File: config.mk
export PLATFORM = sky130hd
export DESIGN_NAME = alarm_tone_gen_flat
export DESIGN_NICKNAME = d
export VERILOG_FILES = /design/src/rtl/alarm_tone_gen_pkg.sv /design/src/rtl/alarm_tone_gen_if.sv /design/src/rtl/alarm_tone_gen_tone_divider.sv /design/src/rtl/alarm_tone_gen.sv /design/src/flat_wrapper.sv
export SDC_FILE = /design/constraint.sdc
export NUM_CORES = 1
export LEC_CHECK = 0
export BUFFER_PORTS_ARGS = -buffer_cell sky130_fd_sc_hd__buf_2
export CAP_MARGIN = 20
export CORE_UTILIZATION = 59
export CTS_CLUSTER_DIAMETER = 60
export DETAILED_ROUTE_END_ITERATION = 16
export PLACE_DENSITY = 0.88
export SLEW_MARGIN = 15
export SYNTH_ARGS = -nofsm -noshare
export SYNTH_HDL_FRONTEND = slang
export SYNTH_HIERARCHICAL = 1
export SYNTH_SLANG_ARGS = --single-unit
export TNS_END_PERCENT = 20
File: constraint.sdc
create_clock -name clk -period 2.8 [get_ports clk]
set_input_delay 0.14 -clock clk [delete_from_list [all_inputs] [get_ports clk]]
set_output_delay 0.14 -clock clk [all_outputs]
set_load 0.03 [all_outputs]
File: src/rtl/alarm_tone_gen_pkg.sv
// Shared types for the alarm tone generator: FSM states, zone indices
// and the fixed-priority zone arbiter.
package alarm_pkg;

  typedef enum logic [1:0] {
    IDLE = 2'd0,
    TONE = 2'd1,
    GAP  = 2'd2
  } state_t;

  localparam int ZONE1 = 0;
  localparam int ZONE2 = 1;
  localparam int ZONE3 = 2;

  // Lowest-numbered zone wins.
  function automatic logic [2:0] prio_grant(input logic [2:0] req);
    logic [2:0] g;
    g = '0;
    if (req[ZONE1])      g[ZONE1] = 1'b1;
    else if (req[ZONE2]) g[ZONE2] = 1'b1;
    else if (req[ZONE3]) g[ZONE3] = 1'b1;
    return g;
  endfunction

endpackage

File: src/rtl/alarm_tone_gen_if.sv
// Alarm request / speaker status bundle between the detector side and the tone generator.
// No flow control: levels only.
interface alarm_tone_gen_if;
  logic       ena;
  logic [2:0] alarm_in;
  logic       spk;
  logic [2:0] active;
  logic       busy;

  modport master (output ena, output alarm_in, input spk, input active, input busy);
  modport slave  (input ena, input alarm_in, output spk, output active, output busy);
endinterface

File: src/rtl/alarm_tone_gen_tone_divider.sv
// Loadable half-period down-counter with a square-wave phase bit; load starts on the high phase.
// hold freezes count and phase; tog_nxt is the phase the next edge will register.
module tone_divider #(
  parameter int CNT_W = 6
) (
  input  logic             clk,
  input  logic             rst_n,
  input  logic             hold,
  input  logic             load,
  input  logic             run,
  input  logic [CNT_W-1:0] half,
  output logic             tog_nxt
);

  logic [CNT_W-1:0] cnt, cnt_d;
  logic             tog, tog_d;

  always_comb begin
    cnt_d = cnt;
    tog_d = tog;
    if (!hold) begin
      if (load) begin
        cnt_d = half;
        tog_d = 1'b1;
      end else if (run) begin
        if (cnt <= CNT_W'(1)) begin
          cnt_d = half;
          tog_d = ~tog;
        end else begin
          cnt_d = cnt - CNT_W'(1);
        end
      end
    end
  end

  always_ff @(posedge clk or negedge rst_n) begin
    if (!rst_n) begin
      cnt <= '0;
      tog <= 1'b0;
    end else begin
      cnt <= cnt_d;
      tog <= tog_d;
    end
  end

  assign tog_nxt = tog_d;

endmodule

File: src/rtl/alarm_tone_gen.sv
// Turns the highest-priority zone alarm into a beeping zone-specific tone; all outputs registered,
// one edge from alarm_in to spk/active/busy. No backpressure; ena low freezes everything and mutes spk.
module alarm_tone_gen
  import alarm_pkg::*;
#(
  parameter int TONE1_HALF = 4,
  parameter int TONE2_HALF = 6,
  parameter int TONE3_HALF = 8,
  parameter int BEEP_ON    = 32,
  parameter int BEEP_OFF   = 16,
  parameter int CNT_W      = 6
) (
  input  logic            clk,
  input  logic            rst_n,
  alarm_tone_gen_if.slave bus
);

  localparam int MAXV = (1 << CNT_W) - 1;

  if (CNT_W < 1 || CNT_W > 30 ||
      TONE1_HALF < 1 || TONE1_HALF > MAXV || TONE2_HALF < 1 || TONE2_HALF > MAXV ||
      TONE3_HALF < 1 || TONE3_HALF > MAXV || BEEP_ON < 1 || BEEP_ON > MAXV ||
      BEEP_OFF < 1 || BEEP_OFF > MAXV) begin : g_param_err
    $error("alarm_tone_gen: length parameter out of range for CNT_W");
  end

  state_t           state, nxt;
  logic [CNT_W-1:0] beep_cnt, beep_nxt;
  logic [CNT_W-1:0] half;
  logic [2:0]       grant, sel, active_q, active_d;
  logic             tone_load, tog_nxt;
  logic             spk_q, spk_d, busy_q, busy_d;

  assign grant = prio_grant(bus.alarm_in);

  // A fresh load takes the new winner's pitch; reloads mid-burst use the latched zone.
  always_comb begin
    sel = tone_load ? grant : active_q;
    if (sel[ZONE1])      half = CNT_W'(TONE1_HALF);
    else if (sel[ZONE2]) half = CNT_W'(TONE2_HALF);
    else                 half = CNT_W'(TONE3_HALF);
  end

  tone_divider #(.CNT_W(CNT_W)) u_div (
    .clk     (clk),
    .rst_n   (rst_n),
    .hold    (!bus.ena),
    .load    (tone_load),
    .run     (state == TONE),
    .half    (half),
    .tog_nxt (tog_nxt)
  );

  always_ff @(posedge clk or negedge rst_n) begin
    if (!rst_n) begin
      state    <= IDLE;
      beep_cnt <= '0;
    end else begin
      state    <= nxt;
      beep_cnt <= beep_nxt;
    end
  end

  // Alarm drop in TONE beats burst expiry; a drop in GAP waits for the gap to finish.
  always_comb begin
    nxt       = state;
    beep_nxt  = beep_cnt;
    tone_load = 1'b0;
    if (bus.ena) begin
      unique case (state)
        IDLE: begin
          if (|bus.alarm_in) begin
            nxt       = TONE;
            beep_nxt  = CNT_W'(BEEP_ON);
            tone_load = 1'b1;
          end
        end
        TONE: begin
          if (bus.alarm_in == 3'b000) begin
            nxt      = IDLE;
            beep_nxt = '0;
          end else if (beep_cnt <= CNT_W'(1)) begin
            nxt      = GAP;
            beep_nxt = CNT_W'(BEEP_OFF);
          end else begin
            beep_nxt = beep_cnt - CNT_W'(1);
          end
        end
        GAP: begin
          if (beep_cnt <= CNT_W'(1)) begin
            if (|bus.alarm_in) begin
              nxt       = TONE;
              beep_nxt  = CNT_W'(BEEP_ON);
              tone_load = 1'b1;
            end else begin
              nxt      = IDLE;
              beep_nxt = '0;
            end
          end else begin
            beep_nxt = beep_cnt - CNT_W'(1);
          end
        end
        default: begin
          nxt      = IDLE;
          beep_nxt = '0;
        end
      endcase
    end
  end

  always_comb begin
    active_d = active_q;
    if (tone_load)        active_d = grant;
    else if (nxt == IDLE) active_d = 3'b000;
    busy_d = (nxt != IDLE);
    spk_d  = bus.ena && (nxt == TONE) && tog_nxt;
  end

  always_ff @(posedge clk or negedge rst_n) begin
    if (!rst_n) begin
      active_q <= 3'b000;
      busy_q   <= 1'b0;
      spk_q    <= 1'b0;
    end else begin
      active_q <= active_d;
      busy_q   <= busy_d;
      spk_q    <= spk_d;
    end
  end

  assign bus.spk    = spk_q;
  assign bus.active = active_q;
  assign bus.busy   = busy_q;

endmodule
File: src/flat_wrapper.sv
// flat-port wrapper written by rule: the top's interface ports become plain ports
module alarm_tone_gen_flat import alarm_pkg::*;
#(
  parameter int TONE1_HALF = 4,
  parameter int TONE2_HALF = 6,
  parameter int TONE3_HALF = 8,
  parameter int BEEP_ON    = 32,
  parameter int BEEP_OFF   = 16,
  parameter int CNT_W      = 6
)
  (clk, rst_n, bus_ena, bus_alarm_in, bus_spk, bus_active, bus_busy);
  alarm_tone_gen_if bus_i ();
  input  logic clk;
  input  logic rst_n;
  input wire logic [$bits(bus_i.ena)-1:0] bus_ena;
  input wire logic [$bits(bus_i.alarm_in)-1:0] bus_alarm_in;
  output wire logic [$bits(bus_i.spk)-1:0] bus_spk;
  output wire logic [$bits(bus_i.active)-1:0] bus_active;
  output wire logic [$bits(bus_i.busy)-1:0] bus_busy;
  assign bus_i.ena = bus_ena;
  assign bus_i.alarm_in = bus_alarm_in;
  assign bus_spk = bus_i.spk;
  assign bus_active = bus_i.active;
  assign bus_busy = bus_i.busy;
  alarm_tone_gen #(.TONE1_HALF(TONE1_HALF), .TONE2_HALF(TONE2_HALF), .TONE3_HALF(TONE3_HALF), .BEEP_ON(BEEP_ON), .BEEP_OFF(BEEP_OFF), .CNT_W(CNT_W)) u_core (.clk(clk), .rst_n(rst_n), .bus(bus_i));
endmodule
Yosys cells after proc, flatten, opt, wreduce, memory -nomap -nowiden
Cells that the tools add are included.
- memory bits (writable): 0
- logic and storage cells: 61
- input bits: 6
- register bits after elaboration: 20
- output and inout bits: 5
- bits in latches: 0
- memories: 0
- memory bits (read-only): 0
- bitwise gates (word level): 1
- add/sub/neg operators: 2
- divide/modulo/power cells: 0
- order comparisons: 2
- mux-type cells: 34
- reduce and logical (&&, ||, !) cells: 11
- multipliers: 0
- eq/ne operators: 4
- shifts and indexed selects: 0
- operators by type and width (operator ; count):
    6-bit two-way mux ; 9
    6-bit one-hot mux with 3 select lines ; 1
    2-bit two-way mux ; 7
    6-bit by 1-bit less-or-equal comparator with 1-bit output, second input constant ; 2
    1-bit two-way mux ; 12
    6-bit by 1-bit subtractor with 6-bit output, second input constant ; 2
    3-bit two-way mux ; 2
    2-bit one-hot mux with 3 select lines ; 1
    2-bit nonzero test ; 3
    2-bit by 1-bit == test with 1-bit output, second input constant ; 2
    2-bit zero test ; 2
    4-bit two-way mux ; 1
    2-bit AND reduction ; 2
    3-bit zero test ; 1
    3-bit OR reduction ; 1
    2-bit == test, second input constant ; 1
    1-bit logical AND ; 2
    2-bit by 1-bit inequality test with 1-bit output, second input constant ; 1
    1-bit one-hot mux with 2 select lines ; 1
    1-bit NOT ; 1

Logic depth before layout (Yosys ltp)
- word-level depth: 11
- gate-level depth with buffers: 10
- gate-level depth less buffers: 9

Cells and area by module
The synthesis kept the hierarchy.
- modules (own cells, without submodules) (module ; cells each ; times used ; area an instance (um2) ; sequential area each (um2)):
    alarm_tone_gen ; 98 ; 1 ; 913.4 ; 325.3
    tone_divider ; 53 ; 1 ; 496.7 ; 175.2

Least setup slack after synthesis
OpenSTA, ideal clock, no wires.
- path type: reg-to-reg
- start: register u_core.beep_cnt[0]
- end: register u_core.spk_q (netlist: u_core/bus.spk)
- library setup time: 122 ps
- cell stages (with the launch flop): 11
- path buffers: 1
- slack: 748 ps
- period minus slack after synthesis: 2052 ps
- arrival: 1931 ps
- required time: 2678 ps
- cells stage by stage: dfrtp_1 > inv_1 > ha_1 > o21ba_2 > a21oi_1 > nor2_4 > buf_6 > nor2_1 > a221oi_1 > inv_1 > a2111oi_1
- elaborated cells on any way between the ends: 14
- those cells by class: order compare (1); eq/ne (1); mux (10); reduce/logical (2)
- RTL lines (what ; RTL line ; source):
    start: declaration ; alarm_tone_gen.sv:28 ; logic [CNT_W-1:0] beep_cnt, beep_nxt;
    start signal: assignment ; alarm_tone_gen.sv:60 ; beep_cnt <= beep_nxt;
    6-bit by 1-bit less-or-equal comparator with 1-bit output ; alarm_tone_gen.sv:90 ; if (beep_cnt <= CNT_W'(1)) begin
    1-bit two-way mux ; alarm_tone_gen.sv:90 ;
    1-bit one-hot mux with 2 select lines ; alarm_tone_gen.sv:70 ; unique case (state)
    1-bit two-way mux ; alarm_tone_gen.sv:69 ; if (bus.ena) begin
    named net u_core.tone_load ; alarm_tone_gen.sv:31 ; logic tone_load, tog_nxt;
    1-bit two-way mux ; alarm_tone_gen_tone_divider.sv:22 ; if (load) begin
    1-bit two-way mux ; alarm_tone_gen_tone_divider.sv:21 ; if (!hold) begin
    named net u_core.tog_nxt ; alarm_tone_gen.sv:31 ;
    1-bit logical AND ; alarm_tone_gen.sv:116 ; spk_d = bus.ena && (nxt == TONE) && tog_nxt;
    named net u_core.spk_d ; alarm_tone_gen.sv:32 ; logic spk_q, spk_d, busy_q, busy_d;
    end signal: assignment ; alarm_tone_gen.sv:127 ; spk_q <= spk_d;
    end: declaration ; alarm_tone_gen.sv:32 ;
The timed path passes the listed nets, and every way through them passes these cells.
A chain may end at the register's enable or synchronous reset.

Worst setup path after layout
Same ends and word-level chain as after synthesis.

==> reports/qor.yml <==
status:
  outcome: "finished clean"
grt:
  overflow: 0
  grt_pass1_vias: 1254
  grt.total_usage: 0.280
  antenna_found_initial: 0
  grt_pass1_wl_mm: 5.48
  grt_max_degree: 21
yosys:
  yosysUniqueCellTypes: 53
  yosys_warnings: 6
  synth.cell_area_um2: 1410
  netlist.area_leader.share: 0.355
  synth_area_leaders: "dfrtp_1 (35%), o21ai_0 (5.7%), ha_1 (3.5%)"
  syn_inst: 151
  yosysTopAreaCell: "dfrtp_1"
  synth.avg_cell_area_um2: 9.34
  yosysSeqAreaShare: 0.355
  ys_ff_latch: 20
  synth_edf_count: 0
  ys_async_sr_fraction: 1.00
  ys.flop_type: "dfrtp_1"
sta:
  drv_slew: 0
  fin_ws_ns: 0.430
  grt_setup_unrepaired: "false"
  setup_viol: 0
  fin_crit_ns: 2.37
  fin_crit_sh: 0.847
  tns_ns: 0
  fmaxAchievable_mhz: 422
  hold_ws_ns: 0.164
  hold_viol_final: 0
  skew_ns: 0.00505
detailed_routing:
  routed_via_density: 6.52
  route.detailed.drc: 0
  routedWlPerCell_um: 16.6
  totalWireLength_mm: 3.18
  vias: 1252
  dr.pass1.iters: 4
  ant_nets: 0
  first_iter_violations: 41
worst_setup_path:
  path_delay_family: "compound AO/OA/AOI/OAI gates"
  path_class: "register to register"
  path_common_cell: "inv_1"
  end_kind: "register"
  max_stage_delay_ns: 0.42
  critical_path_arrival_ns: 2.55
  worst_ep_required_time_ns: 2.98
  path_max_fanout: 14
  cp_num_buf_inv: 2
  slowest_stage: "dfrtp_1"
  crit_chain: "inv_1, ha_1, o21ba_2, a21oi_1, nor2_4, nor2_1, a221oi_1, inv_1, a2111oi_1"
  startpoint_type: "register"
power_and_ir_drop:
  power_density_nw_per_um2: 1040
  p_leak_uw: 0.000637
  ir_worst_vdd_mv: 0.645
floorplanning:
  die-area_um2: 2590
  die_w_um: 50.9
  die_y_um: 50.9
  io_pins: 11
  rows: 17
  initial_utilization: 0.631
  coreArea_um2: 2230
placed_design:
  gp_congestion: 0.996
  dp_slack_ns: 0.488
  portBuffers: 10
  place_inst: 188
  dp_hpwl_mm: 2.38
finish:
  fillCellCount: 169
  syn_to_final_growth_pct: 7.28
  nets: 176
  multi_input_area_um2: 850
  seqCellArea_um2: 500
  antennaDiodeCount: 0
  layout-drive-gt1-share: 0.183
  stdcell_count: 192
  final_core_util: 0.677
clock_tree:
  clk_path_buf_depth: 2
  clk_latency_ns: 0.29
  cts-resized-gates: 0
  cts_buffers: 3
  clkSinkCount: 20
  clkTransAtPathRegs_ns: 0.11
  htree_num_levels: 1
  cts_tree: "built"
  root_buffer: "clkbuf_4"
worst_hold_path:
  hold_path.class: "primary input to register"
run:
  drv_cap: 0
-- final cells by class --
type,instances,share of cell area
clock buffer,3,0.0149
sequential,20,0.331
timing repair buffer,11,0.0397
tap,28,0.0232
inverter,12,0.0298
multi-input combinational,118,0.562
-- cells by family (layout without fill, tap and decap cells) --
group,Yosys count,in the layout,share of synthesized area
AO/OA/AOI/OAI,59,59,0.320
AND/OR/NAND/NOR,48,48,0.215
XOR/XNOR,1,1,0.00621
other,1,4,0.00266
flip-flops,20,20,0.355
multiplexers,2,2,0.0151
buffers and inverters,16,26,0.0506
adder cells (fa/ha/maj),4,4,0.0355
-- where the power goes --
part	switching [µW]	internal, µW
sequential	153	408
combinational	514	367
clock	82.7	50.0
total	750	825
-- flip-flops by register name, summed over array words and instances, names as in the netlist --
name and cells:
u_core/bus.active 3, u_core/u_div/cnt 6, u_core/bus.spk 1, u_core/state 2
u_core/beep_cnt 6, u_core/bus.busy 1, u_core/u_div/tog 1
-- cell usage in the layout, fill, tap and decap left out, types with 4 or more instances in the layout --
cell	instances
inv_1	12
nor2_1	11
a21o_1	4
nand3_1	5
nand2_1	5
a22oi_1	5
buf_2	10
o21ai_0	16
conb_1	4
nor3b_1	4
a21oi_1	6
ha_1	4
dfrtp_1	20
-- per-layer routing --
layer / GRT usage / share of wire
met2: 0.484 / 0.51
met3: 0.0327 / 0.042
met1: 0.348 / 0.44
met4: 0.130 / 0.012
met5: 0 / 0
-- stage by stage --
stage          instance area [µm²]  power, µW
4_1_cts                       1510       1570
2_1_floorplan                 1420       1230
5_1_grt                       1510       1690
3_3_place_gp                  1480       1370
3_5_place_dp                  1480       1430
6_report                      1510       1570
-- worst min-delay path, delay by kind of cell --
kind                   cells  cell delay, ns
AND/OR/NAND/NOR            1            0.08
AO/OA/AOI/OAI              1            0.06
buffers and inverters      1            0.15
-- worst paths after layout --
path | from | end | slack [ns] | cells after the start
max in group asynchronous | rst_n | u_core/beep_cnt[0] | 2.18 | 2
min | bus_alarm_in[0] | u_core/bus.active[0] | 0.16 | 3
max reg2reg | u_core/beep_cnt[0] | u_core/bus.spk | 0.43 | 9
min reg2reg | u_core/bus.active[2] | u_core/bus.active[2] | 0.52 | 1
max | u_core/beep_cnt[0] | u_core/bus.spk | 0.43 | 9
min in group asynchronous | rst_n | u_core/u_div/cnt[2] | 0.31 | 2
-- cell usage after synthesis (3+ instances only) --
| library cell | instances |
|---|---|
| nand2_1 | 5 |
| dfrtp_1 | 20 |
| nand4b_1 | 3 |
| nor2_1 | 11 |
| inv_1 | 12 |
| a21o_1 | 4 |
| a22o_1 | 3 |
| buf_2 | 3 |
| nor3b_1 | 4 |
| ha_1 | 4 |
| o31ai_1 | 3 |
| a22oi_1 | 5 |
| o21ai_0 | 16 |
| a21oi_1 | 6 |
| nand3_1 | 5 |
| nand2b_1 | 3 |
-- what timing repair did --
action / 4_1_cts / 5_1_grt
setup buffers: 0 / 0
hold buffers: 1 / 0
hold endpoints to repair: 20 / 0
(Power assumes the default switching activity.)
